--- src/rtl/and_16b.sv ---
// and_16b: 16-bit bitwise AND for a power-clocked datapath.
// A four-phase sequencer (IDLE, EVAL, HOLD, RECOVER) captures the operands,
// presents a & b only during HOLD, and returns the output to zero otherwise.
// The datapath is split into lanes that share the sequencer's strobes.

module and_16b_lane #(
  parameter int VEC_W = 4
) (
  input  logic             clk,
  input  logic             rst_n,
  input  logic             cap,   // IDLE->EVAL edge: latch operands
  input  logic             eval,  // EVAL->HOLD edge: drive result
  input  logic             clr,   // HOLD->RECOVER edge: return to zero
  input  logic [VEC_W-1:0] a,
  input  logic [VEC_W-1:0] b,
  output logic [VEC_W-1:0] y
);

  typedef struct packed {
    logic [VEC_W-1:0] a;
    logic [VEC_W-1:0] b;
  } opnd_t;

  opnd_t opnd_q;

  // Operand latch: later input changes do not disturb the cycle in flight.
  always_ff @(posedge clk or negedge rst_n) begin
    if (!rst_n)   opnd_q <= '0;
    else if (cap) opnd_q <= '{a: a, b: b};
  end

  // Result register: carries a & b only through HOLD, zero otherwise.
  always_ff @(posedge clk or negedge rst_n) begin
    if (!rst_n)     y <= '0;
    else if (eval)  y <= opnd_q.a & opnd_q.b;
    else if (clr)   y <= '0;
  end

endmodule

module and_16b (
  input  logic        clk,
  input  logic        rst_n,
  input  logic        en,
  input  logic [15:0] in_a,
  input  logic [15:0] in_b,
  output logic [15:0] out,
  output logic        out_valid,
  output logic [1:0]  phase
);

  localparam int NUM_LANES = 4;
  localparam int VEC_W     = 4;

  typedef enum logic [1:0] {
    IDLE    = 2'd0,
    EVAL    = 2'd1,
    HOLD    = 2'd2,
    RECOVER = 2'd3
  } phase_t;

  phase_t state, state_nxt;
  logic   cap, eval, clr;

  logic [NUM_LANES-1:0][VEC_W-1:0] lane_a, lane_b, lane_y;

  assign lane_a = in_a;
  assign lane_b = in_b;

  // Phase register.
  always_ff @(posedge clk or negedge rst_n) begin
    if (!rst_n) state <= IDLE;
    else        state <= state_nxt;
  end

  // Next phase and per-edge lane strobes; en matters only in IDLE.
  always_comb begin
    state_nxt = state;
    cap       = 1'b0;
    eval      = 1'b0;
    clr       = 1'b0;
    unique case (state)
      IDLE: begin
        if (en) begin
          state_nxt = EVAL;
          cap       = 1'b1;
        end
      end
      EVAL: begin
        state_nxt = HOLD;
        eval      = 1'b1;
      end
      HOLD: begin
        state_nxt = RECOVER;
        clr       = 1'b1;
      end
      RECOVER: state_nxt = IDLE;
      default: state_nxt = IDLE;
    endcase
  end

  // Valid flag tracks HOLD, registered alongside the result.
  always_ff @(posedge clk or negedge rst_n) begin
    if (!rst_n)    out_valid <= 1'b0;
    else if (eval) out_valid <= 1'b1;
    else if (clr)  out_valid <= 1'b0;
  end

  for (genvar l = 0; l < NUM_LANES; l++) begin : g_lane
    and_16b_lane #(.VEC_W(VEC_W)) u_lane (
      .clk   (clk),
      .rst_n (rst_n),
      .cap   (cap),
      .eval  (eval),
      .clr   (clr),
      .a     (lane_a[l]),
      .b     (lane_b[l]),
      .y     (lane_y[l])
    );
  end

  assign out   = lane_y;
  assign phase = state;

endmodule

--- config.mk ---
export PLATFORM = sky130hd
export DESIGN_NAME = and_16b
export DESIGN_NICKNAME = d
export VERILOG_FILES = /design/src/rtl/and_16b.sv
export SDC_FILE = /design/constraint.sdc
export NUM_CORES = 1
export LEC_CHECK = 0
export ABC_AREA = 0
export CAP_MARGIN = 25
export CORE_MARGIN = 1.5
export CORE_UTILIZATION = 50
export DETAILED_ROUTE_END_ITERATION = 16
export PLACE_DENSITY = 0.79
export SLEW_MARGIN = 40
export SYNTH_ARGS = -nofsm -noshare
export SYNTH_HDL_FRONTEND = slang
export SYNTH_SLANG_ARGS = --single-unit
--- constraint.sdc ---
create_clock -name clk -period 4.2 [get_ports clk]
set_input_delay 1.26 -clock clk [delete_from_list [all_inputs] [get_ports clk]]
set_output_delay 1.26 -clock clk [all_outputs]
set_load 0.02 [all_outputs]
### After elaboration in Yosys (flattened, before gate mapping)

Cells that the tools add are included.

| cells by class | value |
|---|---|
| eq/ne operators | 4 |
| mux-type cells | 13 |
| bitwise gates (word level) | 4 |
| reduce and logical (&&, ||, !) cells | 2 |

Operator list:

| operator | number |
|---|---|
| two-way mux 4 bit | 5 |
| bitwise AND 4 bit | 4 |
| case mux 2 bit (4 select lines) | 1 |
| two-way mux 1 bit | 6 |
| equality test 2 bit, second input constant | 2 |
| equality test 2 x 1 -> 1 bit, second input constant | 1 |
| zero test 2 bit | 1 |
| two-way mux 2 bit | 1 |
| inequality test 2 bit, second input constant | 1 |
| nonzero test 2 bit | 1 |

| storage, ports and cells | value |
|---|---|
| register bits after elaboration | 51 |
| input bits | 35 |
| output and inout bits | 19 |
| word-level logic and storage cells | 37 |

### Longest topological paths before layout

Gate-level depths: netlist of the first run.

| depth | value |
|---|---|
| depth after elaboration | 4 |
| mapped depth | 5 |
| gate-level depth less buffers | 4 |

### By module

From an unflattened synthesis of the first run, not the netlist that was laid out.

| second synthesis, totals | value |
|---|---|
| cell total of the unflattened synthesis | 119 |
| area total of the unflattened synthesis | 2095.8 um^2 |

By module, submodules not included:

| module | instances | cells each | area an instance (um^2) | sequential area each (um^2) |
|---|---|---|---|---|
| and_16b_lane | 4 | 26 | 475.5 | 300.3 |
| and_16b | 1 | 15 | 193.9 | 75.1 |

### Worst setup path after synthesis of the first run

No wires, ideal clock.

| path | value |
|---|---|
| path kind | input to register |
| start | input port en |
| end | register g_lane[0].u_lane.opnd_q[0] (netlist name) |
| data arrival time | 1.842 ns |
| required time | 4.075 ns |
| path slack | 2.233 ns |
| stages on the path | 3 |
| buffers on the path | 1 |
| path through | nand2_2 buf_6 mux2_4 |

| on the way | value |
|---|---|
| cells in the longest elaborated chain, start to end | 2 |

RTL lines:

| element | line | source |
|---|---|---|
| from (decl) | 44 | `input logic en,` |
| two-way mux 1 bit | 84 | `if (en) begin` |
| two-way mux 1 bit | 82 | `unique case (state)` |
| to (signal assigned) | 29 | `else if (cap) opnd_q <= '{a: a, b: b};` |
| to (decl) | 24 | `opnd_t opnd_q;` |

No other way between the ends.
A chain may end at the register's enable or synchronous reset.

### Worst setup path in the final report of the first run

| path | value |
|---|---|
| start | register state[1], in the netlist phase[1] |
| end | output port phase[1] |

RTL lines:

| element | line | source |
|---|---|---|
| from (decl) | 62 | `phase_t state, state_nxt;` |
| from (signal assigned) | 73 | `else state <= state_nxt;` |
| to (decl) | 49 | `output logic [1:0] phase` |

No word-level cell between the ends.

==> results.cfg, run 1 <==
[status]
run_status = finished, final reports clean

[clock_network]
cts-resized-gates = 0
clock_sinks = 51
clock_path_buffers = 2
htree_levels = 2
cts_tree = done
clk-insertion-delay-late_ns = 0.29
clkTransAtPathRegs_ns = 0.08
postCtsSetupBuffers = 0
cts_buffers = 5
cts-hold-fix-buffers = 0
root_buffer = clkbuf_8

[place]
dp_hpwl_um = 2720
gp_congestion = 0.764
port_buffers = 53
pre_cts_slack_ns = 1.42
dp_cells = 248

[hold_path]
min_path_cells = 1
hp-class = flop to flop
worstHoldStart = g_lane[3].u_lane.opnd_q[4]$_DFFE_PN0P_
hold_end = g_lane[3].u_lane.opnd_q[4]$_DFFE_PN0P_

[detailed_routing]
drc = 0
postRouteAntennaNets = 0
first_iter_violations = 70
via_per_inst = 5.17
routedWlPerCell_um = 15.7
wirelength_um = 4020
first_pass_iters = 3
vias = 1324

[cells_and_area]
nets = 244
diodes = 0
final_common_cell = clkdlybuf4s50_1
layout_common_cells = clkdlybuf4s50_1 (52), dfrtp_1 (51), mux2_4 (30)
syn_to_final_growth_pct = 30.2
utilization_pct = 68.8
drive_gt1_share_pct = 20.9
instances_no_fill = 256

[pwr]
p_int_mw = 1.36
p_leak_nw = 1.29
p_per_area_nw_per_um2 = 735
swShare_pct = 33.7
p_clk_share_pct = 14.5
p_sw_uw = 690
combPwrFrac_pct = 43.3
power_mw = 2.05
seq_power_share_pct = 42.2
ir_worst_vdd_uv = 571

[floorplanning]
ios = 54
die_h_um = 68.5
start_util_pct = 52.9
die_x_um = 68.5
die_area_um2 = 4690
num_rows = 23
core_area_um2 = 4060

[sta]
skew_ns = 0.00357
tightest_slew_ns = 0.625
hold_viol_final = 0
drv_slew = 0
setup_viol = 0
finalCritPeriodShare_pct = 61.7
min_period_ns = 2.59
rsz0062_at_grt = false
timing.final.ws_setup_ns = 1.61
slew_headroom_pct = 58.3
fmax_mhz = 386
setup_tns_ns = 0

[logic_synthesis]
ys_seq_elements = 51
ys_warn_count = 0
ys.flop_type = dfrtp_1
synth_cells = 152
synth_cell_types = 16
synth_edf_count = 0
syn-cell-area_um2 = 2140
synthesis.nets = 191
synth_async_sr_flop_share_pct = 100
synth_area_per_cell_um2 = 14.1
yosysSeqAreaShare_pct = 59.5

[global_route]
first_global_vias = 1349
antenna_found_initial = 0
grt_pass1_wl_um = 6580
grt_remaining_overflow = 0
grt_max_degree = 52
grt_use_total_pct = 19.8

[critical_path]
crit_family = buffers and inverters
critPathKind = flop to output port
critPathMaxStageDelay_ns = 0.63
critPathBufInv = 1
slowest_stage = clkdlybuf4s50_1
cp_cell_sequence = clkdlybuf4s50_1
endpoint_kind = output port
setup.worst_path.start_class = flop
r2r_end = g_lane[3].u_lane.opnd_q[7]$_DFFE_PN0P_
cp.required_ns = 2.94
worst_r2r_startpoint = phase[1]$_DFFE_PN0P_
r2r_slack_ns = 2.53
arrival_ns = 1.33
critPathMaxFanout = 4
r2r.worst_path.cells = 4

[job]
drv_cap = 0
routing by layer:
layer  track usage (%)  up-vias  wire [um]  share of wire (%)
li1                  -      623          -                  -
met1              25.9      676       1790                 45
met2              31.7       23       2080                 52
met3              6.33        2        123                3.1
met4              5.25        0         28               0.70
met5                 0        -          0                  0
final cells by class:
cell class	instances	area, um^2
timing repair buffer	53	528
tap	50	62.6
clock buffer	8	100
inverter	19	71.3
sequential	51	1280
multi-input combinational	75	753
fill	271	1270
synthesized netlist by cell type (2+ instances only):
cell	instances	area share, %
buf_2	2	0.47
buf_6	3	1.6
clkbuf_1	2	0.35
dfrtp_1	51	60
ha_1	4	2.3
inv_1	19	3.3
mux2_2	3	1.6
mux2_4	30	21
nand2_1	4	0.70
nand4_1	13	3.8
o21ai_0	14	3.3
o22ai_1	3	0.88
power groups by stage:
stage	clock, mW	sequential [mW]	combinational, mW
floorplan	0	0.928	0.534
global placement	0	0.856	0.860
detailed placement	0	0.870	0.891
CTS	0.311	0.866	0.894
global route	0.332	0.894	0.970
finish	0.297	0.865	0.889
worst max path at each step:
stage	cells past startpoint	from	endpoint	slack [ns]
final	1	phase[1]$_DFFE_PN0P_	phase[1]	1.61
after global routing	1	phase[1]$_DFFE_PN0P_	phase[1]	1.54
after CTS	1	phase[1]$_DFFE_PN0P_	phase[1]	1.58
after detailed placement	3	en	g_lane[3].u_lane.opnd_q[4]$_DFFE_PN0P_	1.42
after global placement	3	en	g_lane[3].u_lane.opnd_q[7]$_DFFE_PN0P_	1.22
after floorplan	3	en	g_lane[0].u_lane.opnd_q[0]$_DFFE_PN0P_	2.23
registers in the layout, indices dropped and copies added (netlist names):
name                  count
g_lane.u_lane.opnd_q     32
g_lane.u_lane.y          16
phase                     2
out_valid                 1
per-stage QoR:
stage | hold slack, ns | cell area (um^2)
2_1_floorplan | 0.480 | 2140
3_3_place_gp | 0.489 | 2680
3_5_place_dp | 0.494 | 2690
4_1_cts | 0.518 | 2790
5_1_grt | 0.526 | 2790
6_report | 0.512 | 2790
cells by family (layout without fill, tap and decap cells):
kind of cell	after synthesis	count (layout)	synth area share [%]
flops	51	51	59.5
mux	34	34	23.0
buf+inv	26	80	5.72
simple gates	20	20	5.25
compound gates	17	17	4.14
fa+ha+maj	4	4	2.33
Note: power is estimated with default switching activity, not from simulation.
==> run 2: changes to the inputs <==
CORE_UTILIZATION = 44   (was 50)
PLACE_DENSITY = 0.74   (was 0.79)
clock period = 2.2 ns   (was 4.2 ns; I/O delays follow)
==> run 2 against run 1 <==
Net effect:
- final area is 1.7% higher
- core utilization down 8.7 points
- critical endpoint unchanged
- sequential cell count did not move
- final cell count increased by 8.6%
- wire length down 5.5%
- critical path type unchanged
- largest power group unchanged
- highest routed layer unchanged
- worst hold slack worse by 0.27 ns
- count of clock-buffer cells in the layout down 2
- combinational power rose by 93%
- die area is 13% higher
==> results.cfg, run 2 (same netlist as run 1, synthesis figures left out) <==
[detailed_routing]
vias = 1290
first_pass_iters = 4
routedWlPerCell_um = 13.7
wirelength_um = 3800
first_iter_violations = 90
postRouteAntennaNets = 0
drc = 0
via_per_inst = 4.64

[floorplanning]
core_area_um2 = 4720
die_x_um = 72.8
die_area_um2 = 5300
die_h_um = 72.8
num_rows = 25
ios = 54
start_util_pct = 45.4

[clock_network]
postCtsSetupBuffers = 0
root_buffer = clkbuf_8
clk-insertion-delay-late_ns = 0.29
htree_levels = 2
cts-resized-gates = 0
cts_buffers = 5
cts-hold-fix-buffers = 0
clock_sinks = 51
clock_path_buffers = 2
clkTransAtPathRegs_ns = 0.09
cts_tree = done

[sta]
fmax_mhz = 501
hold_viol_final = 0
skew_ns = 0.00760
setup_viol = 0
slew_headroom_pct = 74.2
tightest_slew_ns = 0.387
rsz0062_at_grt = false
finalCritPeriodShare_pct = 90.8
setup_tns_ns = 0
drv_slew = 0
min_period_ns = 2.00

[place]
gp_congestion = 0.733
placed_area_um2 = 2750
port_buffers = 53
dp_hpwl_um = 2720

[critical_path]
setup.worst_path.start_class = flop
critPathMaxFanout = 4
slowest_stage = clkdlybuf4s50_1
worst_r2r_startpoint = phase[1]$_DFFE_PN0P_
r2r.worst_path.cells = 5
critPathKind = flop to output port
cp.required_ns = 1.54
arrival_ns = 1.34
r2r_end = g_lane[3].u_lane.y[0]$_DFFE_PN0P_
critPathBufInv = 1
endpoint_kind = output port
critPathMaxStageDelay_ns = 0.63
r2r_slack_ns = 0.55
cp_cell_sequence = clkdlybuf4s50_1
crit_family = buffers and inverters

[global_route]
antenna_found_initial = 0
first_global_vias = 1411
grt_remaining_overflow = 0
grt_max_degree = 33
grt_pass1_wl_um = 6470
grt_use_total_pct = 16.5

[cells_and_area]
fillerInstances = 377
diodes = 0
layout_common_cells = clkdlybuf4s50_1 (52), dfrtp_1 (51), mux2_4 (30)
top_register = g_lane.u_lane.opnd_q
final_common_cell = clkdlybuf4s50_1
largest_reg_flops = 32
nets = 249
syn_to_final_growth_pct = 32.3
drive_gt1_share_pct = 22.3
stdcell_area_um2 = 2840

[job]
drv_cap = 0

[pwr]
p_leak_nw = 1.30
p_per_area_nw_per_um2 = 1360
ir_worst_vdd_uv = 1160

[hold_path]
hp-class = input pin to async pin

[status]
run_status = finished, final reports clean
==> run 2: cell types whose count changed in the layout (fill, tap and decap cells not counted) <==
cell,change
clkinvlp_4,+1
buf_2,+1
nand2_2,+1
nand2_4,-1
clkinv_2,+1
buf_4,+3
ha_2,-1
buf_12,+1
clkbuf_8,-2
ha_1,+1
==> run 2: cell type report <==
| cell class | instances | area, um^2 | area share (%) |
|---|---|---|---|
| Sequential cell | 51 | 1280 | 45.0 |
| Multi-Input combinational cell | 75 | 746 | 26.3 |
| Timing Repair Buffer | 58 | 576 | 20.3 |
| Tap cell | 67 | 83.8 | 2.95 |
| Clock buffer | 6 | 72.6 | 2.56 |
| Inverter | 19 | 71.3 | 2.51 |
| Clock inverter | 2 | 12.5 | 0.441 |
==> run 2: stage by stage <==
stage	instances	hold WS, ns	util [%]	worst slack, ns	power (mW)
finish	278	0.238	60.1	0.203	3.86
global route	278	0.236	60.1	0.153	4.15
CTS	278	0.238	60.1	0.190	3.90
detailed placement	270	0.493	58.3	0.261	3.39
global placement	270	0.490	58.3	0.266	3.35
floorplan	152	0.364	-	0.692	2.79
==> run 2: worst max path at each step <==
stage                                              to  slack [ns]  cells after the start            startpoint
3_3_place_gp   g_lane[3].u_lane.opnd_q[7]$_DFFE_PN0P_        0.27                      4                    en
5_1_grt                                      phase[1]        0.15                      1  phase[1]$_DFFE_PN0P_
3_5_place_dp   g_lane[3].u_lane.opnd_q[7]$_DFFE_PN0P_        0.26                      4                    en
4_1_cts                                      phase[1]        0.19                      1  phase[1]$_DFFE_PN0P_
2_1_floorplan  g_lane[0].u_lane.opnd_q[0]$_DFFE_PN0P_        0.69                      5  phase[0]$_DFFE_PN0P_
6_report                                     phase[1]        0.20                      1  phase[1]$_DFFE_PN0P_
==> run 2: metal layers <==
layer | track usage (%) | up-vias | wire length (um)
li1 | - | 636 | -
met1 | 21.8 | 622 | 1850
met2 | 25.6 | 28 | 1780
met3 | 4.42 | 4 | 118
met4 | 7.13 | 0 | 51
met5 | 0 | - | 0
==> run 2: report_power, final <==
group	internal, mW	switching, mW	total [mW]
clock	0.222	0.276	0.499
sequential	1.39	0.256	1.64
combinational	0.958	0.766	1.72
total	2.57	1.30	3.86
==> run 3: changes to the inputs <==
CAP_MARGIN = 20   (was 25)
MAX_ROUTING_LAYER = met4   (was unset)
==> results of run 3 <==
No change in the layout: final DEF, timing and power equal those of run 2.
Among the figures that moved: final weighted congestion in routability-driven placement 0.733 -> 0.742; wire length of the first global-routing pass 6470 um -> 6480 um; via count of the first global-routing pass 1411 -> 1412; overall routing resource usage 16.5% -> 17.0%
